===== src/rtl/pipe_if_fq_pkg.sv =====
// Shared RISC-V opcode constants and fetch FSM state encoding.
// Latency: n/a (constants, types and a pure helper function).
// Backpressure: n/a.
package pipe_if_fq_pkg;

  localparam logic [6:0] OP_JAL    = 7'b1101111;
  localparam logic [6:0] OP_JALR   = 7'b1100111;
  localparam logic [6:0] OP_BRANCH = 7'b1100011;

  // Memory read length code for a full 32-bit word.
  localparam logic [1:0] MEM_RLEN_WORD = 2'd3;

  typedef enum logic [1:0] {
    ST_FETCH = 2'd0,
    ST_WAIT  = 2'd1,
    ST_HOLD  = 2'd2,
    ST_HALT  = 2'd3
  } fetch_st_e;

  // True for opcodes that change control flow and may park the fetcher.
  function automatic logic is_ctrl_op(input logic [6:0] op);
    return (op == OP_JAL) || (op == OP_JALR) || (op == OP_BRANCH);
  endfunction

endpackage


===== src/rtl/fetch_fifo.sv =====
// Fetch queue: DEPTH-entry FIFO of {pc, instruction} words with flush.
// Latency: a pushed word is visible at the head in the cycle after the push.
// Backpressure: full_o blocks pushes (never overwrites); flush beats push and pop.
module fetch_fifo #(
  parameter int WIDTH = 64,
  parameter int DEPTH = 4
) (
  input  logic             clk,
  input  logic             rst,
  input  logic             push_i,
  input  logic             pop_i,
  input  logic             flush_i,
  input  logic [WIDTH-1:0] dat_i,
  output logic [WIDTH-1:0] dat_o,
  output logic             full_o,
  output logic             empty_o
);

  localparam int AW = $clog2(DEPTH);

  logic [WIDTH-1:0] mem_q [DEPTH];
  logic [AW:0]      wr_ptr_q, rd_ptr_q;
  logic             do_push, do_pop;

  // Pointers carry one extra wrap bit so full and empty are distinguishable.
  assign empty_o = (wr_ptr_q == rd_ptr_q);
  assign full_o  = (wr_ptr_q[AW-1:0] == rd_ptr_q[AW-1:0]) && (wr_ptr_q[AW] != rd_ptr_q[AW]);
  assign do_pop  = pop_i && !empty_o;
  assign do_push = push_i && (!full_o || do_pop);
  // Head reads as zero when empty so stale entries never leak out.
  assign dat_o   = empty_o ? '0 : mem_q[rd_ptr_q[AW-1:0]];

  // Pointer update; flush drops every entry, including one being popped.
  always_ff @(posedge clk) begin
    if (!rst) begin
      wr_ptr_q <= '0;
      rd_ptr_q <= '0;
    end else if (flush_i) begin
      wr_ptr_q <= '0;
      rd_ptr_q <= '0;
    end else begin
      if (do_push) wr_ptr_q <= wr_ptr_q + (AW+1)'(1);
      if (do_pop)  rd_ptr_q <= rd_ptr_q + (AW+1)'(1);
    end
  end

  // Storage write; contents need no reset because the head is gated by empty.
  always_ff @(posedge clk) begin
    if (do_push && !flush_i) mem_q[wr_ptr_q[AW-1:0]] <= dat_i;
  end

endmodule


===== src/rtl/pipe_if_fq.sv =====
// Instruction fetch unit: one outstanding word read feeding a fetch queue.
// Latency: mem_rack in cycle n gives inst_valid in cycle n+1 on an empty queue.
// Backpressure: inst_ready stalls the queue; fetch stops issuing while the queue is full.
module pipe_if_fq
  import pipe_if_fq_pkg::*;
#(
  parameter int              INST_L        = 32,
  parameter int              PC_L          = 32,
  parameter int              FQ_DEPTH      = 4,
  parameter logic [PC_L-1:0] PC_ENTRY      = 32'h00000000,
  parameter int              STALL_ON_CTRL = 1
) (
  input  logic              clk,
  input  logic              rst,
  output logic              mem_re,
  output logic [PC_L-1:0]   mem_addr,
  output logic [1:0]        mem_rlen,
  input  logic              mem_rack,
  input  logic [INST_L-1:0] mem_data,
  output logic              inst_valid,
  output logic [INST_L-1:0] inst,
  output logic [PC_L-1:0]   inst_pc,
  input  logic              inst_ready,
  input  logic              jp_e,
  input  logic [PC_L-1:0]   jp_pc,
  output logic              jp_ack,
  output logic [9:0]        bp_tag_q,
  output logic              halt
);

  fetch_st_e         state_q;
  logic [PC_L-1:0]   pc_q;
  logic [PC_L-1:0]   mem_addr_q;
  logic              mem_re_q, discard_q, jp_ack_q, halt_q;

  logic              redir, take_word, fq_push, fq_pop, fq_full, fq_empty;
  logic [PC_L+INST_L-1:0] fq_dat;

  // A non-zero redirect target flushes and repoints fetch anywhere but HALT.
  assign redir     = jp_e && (jp_pc != '0) && (state_q != ST_HALT);
  // A returning word is used only if no redirect overrides it and it is not stale.
  assign take_word = (state_q == ST_WAIT) && mem_rack && !discard_q && !redir;
  assign fq_push   = take_word && (mem_data != '0);
  assign fq_pop    = inst_ready && !fq_empty;

  assign mem_re     = mem_re_q;
  assign mem_addr   = mem_addr_q;
  assign mem_rlen   = MEM_RLEN_WORD;
  assign jp_ack     = jp_ack_q;
  assign halt       = halt_q;
  assign inst_valid = !fq_empty;
  assign {inst_pc, inst} = fq_dat;

  fetch_fifo #(
    .WIDTH (PC_L + INST_L),
    .DEPTH (FQ_DEPTH)
  ) u_fq (
    .clk     (clk),
    .rst     (rst),
    .push_i  (fq_push),
    .pop_i   (fq_pop),
    .flush_i (redir),
    .dat_i   ({pc_q, mem_data}),
    .dat_o   (fq_dat),
    .full_o  (fq_full),
    .empty_o (fq_empty)
  );

  // Fetch FSM with registered request, acknowledge, tag and halt outputs.
  always_ff @(posedge clk) begin
    if (!rst) begin
      state_q    <= ST_FETCH;
      pc_q       <= PC_ENTRY;
      mem_addr_q <= PC_ENTRY;
      mem_re_q   <= 1'b0;
      discard_q  <= 1'b0;
      jp_ack_q   <= 1'b0;
      bp_tag_q   <= '0;
      halt_q     <= 1'b0;
    end else begin
      jp_ack_q <= jp_e;
      case (state_q)
        ST_FETCH: begin
          if (redir) begin
            pc_q <= jp_pc;
          end else if (!fq_full) begin
            mem_re_q   <= 1'b1;
            mem_addr_q <= pc_q;
            state_q    <= ST_WAIT;
          end
        end
        ST_WAIT: begin
          if (mem_rack) begin
            mem_re_q  <= 1'b0;
            discard_q <= 1'b0;
            if (redir) begin
              pc_q    <= jp_pc;
              state_q <= ST_FETCH;
            end else if (discard_q) begin
              // Stale word from before a redirect: drop it, pc already retargeted.
              state_q <= ST_FETCH;
            end else if (mem_data == '0) begin
              halt_q  <= 1'b1;
              state_q <= ST_HALT;
            end else begin
              pc_q <= pc_q + PC_L'(4);
              if (mem_data[6:0] == OP_BRANCH) bp_tag_q <= pc_q[9:0];
              if ((STALL_ON_CTRL != 0) && is_ctrl_op(mem_data[6:0])) state_q <= ST_HOLD;
              else                                                   state_q <= ST_FETCH;
            end
          end else if (redir) begin
            // Request still in flight: remember to drop its data when it lands.
            discard_q <= 1'b1;
            pc_q      <= jp_pc;
          end
        end
        ST_HOLD: begin
          if (jp_e) begin
            if (jp_pc != '0) pc_q <= jp_pc;
            state_q <= ST_FETCH;
          end
        end
        default: begin
          // HALT: only reset leaves; jp_ack still follows jp_e.
        end
      endcase
    end
  end

endmodule


===== config.mk =====
export PLATFORM = sky130hd
export DESIGN_NAME = pipe_if_fq
export DESIGN_NICKNAME = d
export VERILOG_FILES = /design/src/rtl/pipe_if_fq_pkg.sv /design/src/rtl/fetch_fifo.sv /design/src/rtl/pipe_if_fq.sv
export SDC_FILE = /design/constraint.sdc
export NUM_CORES = 1
export LEC_CHECK = 0
export BUFFER_PORTS_ARGS = -buffer_cell sky130_fd_sc_hd__buf_2
export CAP_MARGIN = 20
export CORE_MARGIN = 2
export CORE_UTILIZATION = 58
export CTS_BUF_LIST = sky130_fd_sc_hd__clkbuf_16
export CTS_CLUSTER_SIZE = 25
export DETAILED_ROUTE_END_ITERATION = 6
export PLACE_DENSITY = 0.91
export REMOVE_ABC_BUFFERS = 1
export SYNTH_ARGS = -nofsm -noshare
export SYNTH_HDL_FRONTEND = slang
export SYNTH_SLANG_ARGS = --single-unit
export TNS_END_PERCENT = 20

===== constraint.sdc =====
create_clock -name clk -period 6.59 [get_ports clk]
set_clock_uncertainty 0.15 [all_clocks]
set_input_delay 1.318 -clock clk [delete_from_list [all_inputs] [get_ports clk]]
set_output_delay 1.318 -clock clk [all_outputs]
set_load 0.02 [all_outputs]

==> results_dict.tcl <==
set metrics [dict create \
    outcome "completed" \
    area_delta_synth_final_pct 16.5 \
    max_freq_mhz 227 \
    whs_ns 0.304 \
    grt_max_degree 65 \
    worstMarginPinSlew_ns 1.01 \
    cts.reportedPaths.clkPinSlew_ns 0.06 \
    timing.slew.headroom_pct 32.9 \
    nets 1187 \
    period_share_pct 66.9 \
    clock_path_buffers 3 \
    critPathArrivalTime_ns 2.94 \
    io_buffer_count 178 \
    syn_avg_cell_area_um2 15.0 \
    cts_tree "built" \
    holdCritStartpoint "mem_addr[29]" \
    drv_slew 0 \
    dp_cells 1388 \
    ys_ff_latch 344 \
    path_class "reg -> out" \
    cts.sinks 344 \
    final_layout_size_suffix_gt1_share_pct 28.3 \
    p_per_area_nw_per_um2 285 \
    r2r_cells 7 \
    n_fill_cell 1556 \
    dieHeight_um 160 \
    cts_inserted_buffers 35 \
    p_leak_nw 5.76 \
    synthArstFlopShare_pct 0 \
    synth-seq-area-share_pct 67.2 \
    syn_area_um2 14100 \
    fp-row-count 56 \
    ys_warn_count 0 \
    hold_class "reg -> reg" \
    cts_hold_buf 0 \
    cts-root-buf "clkbuf_16" \
    finalSetupTns_ns 0 \
    worstSetupEndpointType "primary output" \
    maxCapViolations 0 \
    clkLatencyLatePin_ns 0.52 \
    post-route-drc-count 0 \
    initial_core_util_pct 59.5 \
    grt_pass1_wl_um 50400 \
    required_ns 5.12 \
    finalNonFillerCells 1454 \
    synthFlopType "edfxtp_1" \
    num_vias 9038 \
    grt_setup_unrepaired "false" \
    grt_antenna_before_repair 2 \
    antenna_left 0 \
    crit_fanout 44 \
    routedWlPerCell_um 22.7 \
    irDropWorstVdd_mv 0.221 \
    reg2reg_from "state_q[1]" \
    via_per_inst 6.22 \
    cts_resized 0 \
    place_hpwl_um 20400 \
    dr.pass1.iters 6 \
    power_mw 4.67 \
    postPlaceCellArea_um2 15200 \
    io_pins 181 \
    core_area_um2 23600 \
    grt_overflow 0 \
    cts_setup_buffers 0 \
    synth-edff-count 256 \
    htreeDepth 2 \
    period_needed_ns 4.41 \
    min_path_cells 2 \
    ys_types 61 \
    grtUsageTotal_pct 25.5 \
    grt_pass1_vias 9038 \
    die_x_um 160 \
    finalWeightedCongestion 0.857 \
    critPathLaunchType "flip-flop" \
    fin_area_um2 16400 \
    hold_viol_final 0 \
    drt-initial-drc-count 1103 \
    die_area_um2 25500 \
    drt_wl_total_um 32900 \
    setup_viol 0 \
    syn-instance-count 937 \
]
==> metrics by stage <==
step | util (%) | worst slack (ns)
floorplan | - | 1.52
global placement | 64.2 | 2.14
detailed placement | 64.3 | 2.03
CTS | 69.2 | 2.08
global route | 69.4 | 1.95
finish | 69.4 | 2.18
==> layout by cell type, fill, tap and decap left out, drive strengths merged, types with 8 or more instances in the layout <==
cell and instances:
clkbuf 37, edfxtp 256, mux2i 13, ha 10, nand2 77, nand4 18, nand3 23, clkinv 12
o2bb2ai 18, dfxtp 88, nor2 36, a21oi 46, and2 70, mux4 64, inv 28, o21ai 11
buf 188, a22oi 24, nor3 8, xnor2 19, nor4 22
==> state kept, by name, indices dropped and copies added (netlist names), named ones only <==
name           count
bp_tag_q          10
u_fq.rd_ptr_q      3
pc_q              32
jp_ack             1
discard_q          1
u_fq.wr_ptr_q      3
mem_addr          32
u_fq.mem_q       256
state_q            2
halt               1
mem_re             1
==> area by class of cell <==
type	count	area [µm²]	area share, %
diodes	1	2.50	0.0153
clock buffers	37	926	5.65
clock inverters	26	244	1.49
inverters	21	78.8	0.481
multi-input cells	518	4280	26.2
flip-flops and latches	344	9460	57.7
well taps	319	399	2.44
repair buffers	188	985	6.01
==> final timing paths <==
check	to	slack (ns)
setup reg to reg	u_fq.mem_q[2][60]	3.36
hold / removal	mem_addr[29]	0.30
setup / recovery	inst_pc[10]	2.18
hold reg to reg	mem_addr[29]	0.30
==> power by group <==
part | leakage [nW] | internal [mW] | switching [mW]
logic | 2.09 | 0.0853 | 0.161
clock network | 0.595 | 1.21 | 0.790
registers | 3.07 | 2.37 | 0.0533
total | 5.76 | 3.66 | 1.00
==> synth_stat cells (all sizes together), types with 3 or more instances <==
| cell | count | area [µm²] |
|---|---|---|
| inv | 20 | 75.1 |
| o2bb2ai | 18 | 158 |
| o22ai | 7 | 43.8 |
| xnor2 | 19 | 166 |
| and2 | 70 | 438 |
| buf | 24 | 148 |
| o211ai | 7 | 52.6 |
| nor2b | 3 | 18.8 |
| nor2 | 36 | 145 |
| o21ai | 11 | 55.1 |
| mux2i | 13 | 130 |
| nand2 | 77 | 292 |
| and3 | 4 | 26.3 |
| nor4 | 22 | 159 |
| ha | 10 | 125 |
| nand4 | 18 | 113 |
| a22oi | 24 | 180 |
| xor2 | 6 | 52.6 |
| nand3 | 23 | 115 |
| a21oi | 46 | 230 |
| nor3 | 8 | 56.3 |
| a32oi | 6 | 52.6 |
| edfxtp | 256 | 7690 |
| dfxtp | 88 | 1760 |
| clkbuf | 31 | 120 |
| mux4 | 64 | 1440 |
==> logic make-up after synthesis <==
kind of cell | share of synthesized area, %
other | 0.0267
muxes | 11.2
xor gates and xnor gates | 1.56
buffers and inverters | 2.47
and+or+nand+nor | 10.5
adders and majority gates | 0.890
AOI/OAI and AO/OA | 6.18
DFF | 67.2
==> critical path, cell delays in order (launching register included) <==
cell	delay, ns
dfxtp_4	0.97
buf_4	0.52
mux4_2	0.57
and2_1	0.19
buf_2	0.16
==> per-layer routing <==
layer / share of wire [%] / GRT usage (%) / wire [µm] / vias up
met4: 4.1 / 10.8 / 1350 / 2
li1: - / - / - / 3938
met2: 48 / 41.4 / 15700 / 518
met3: 9.6 / 4.91 / 3160 / 108
met1: 39 / 34.3 / 12800 / 4472
met5: 0.039 / 0 / 13 / -
(Power assumes the default switching activity.)
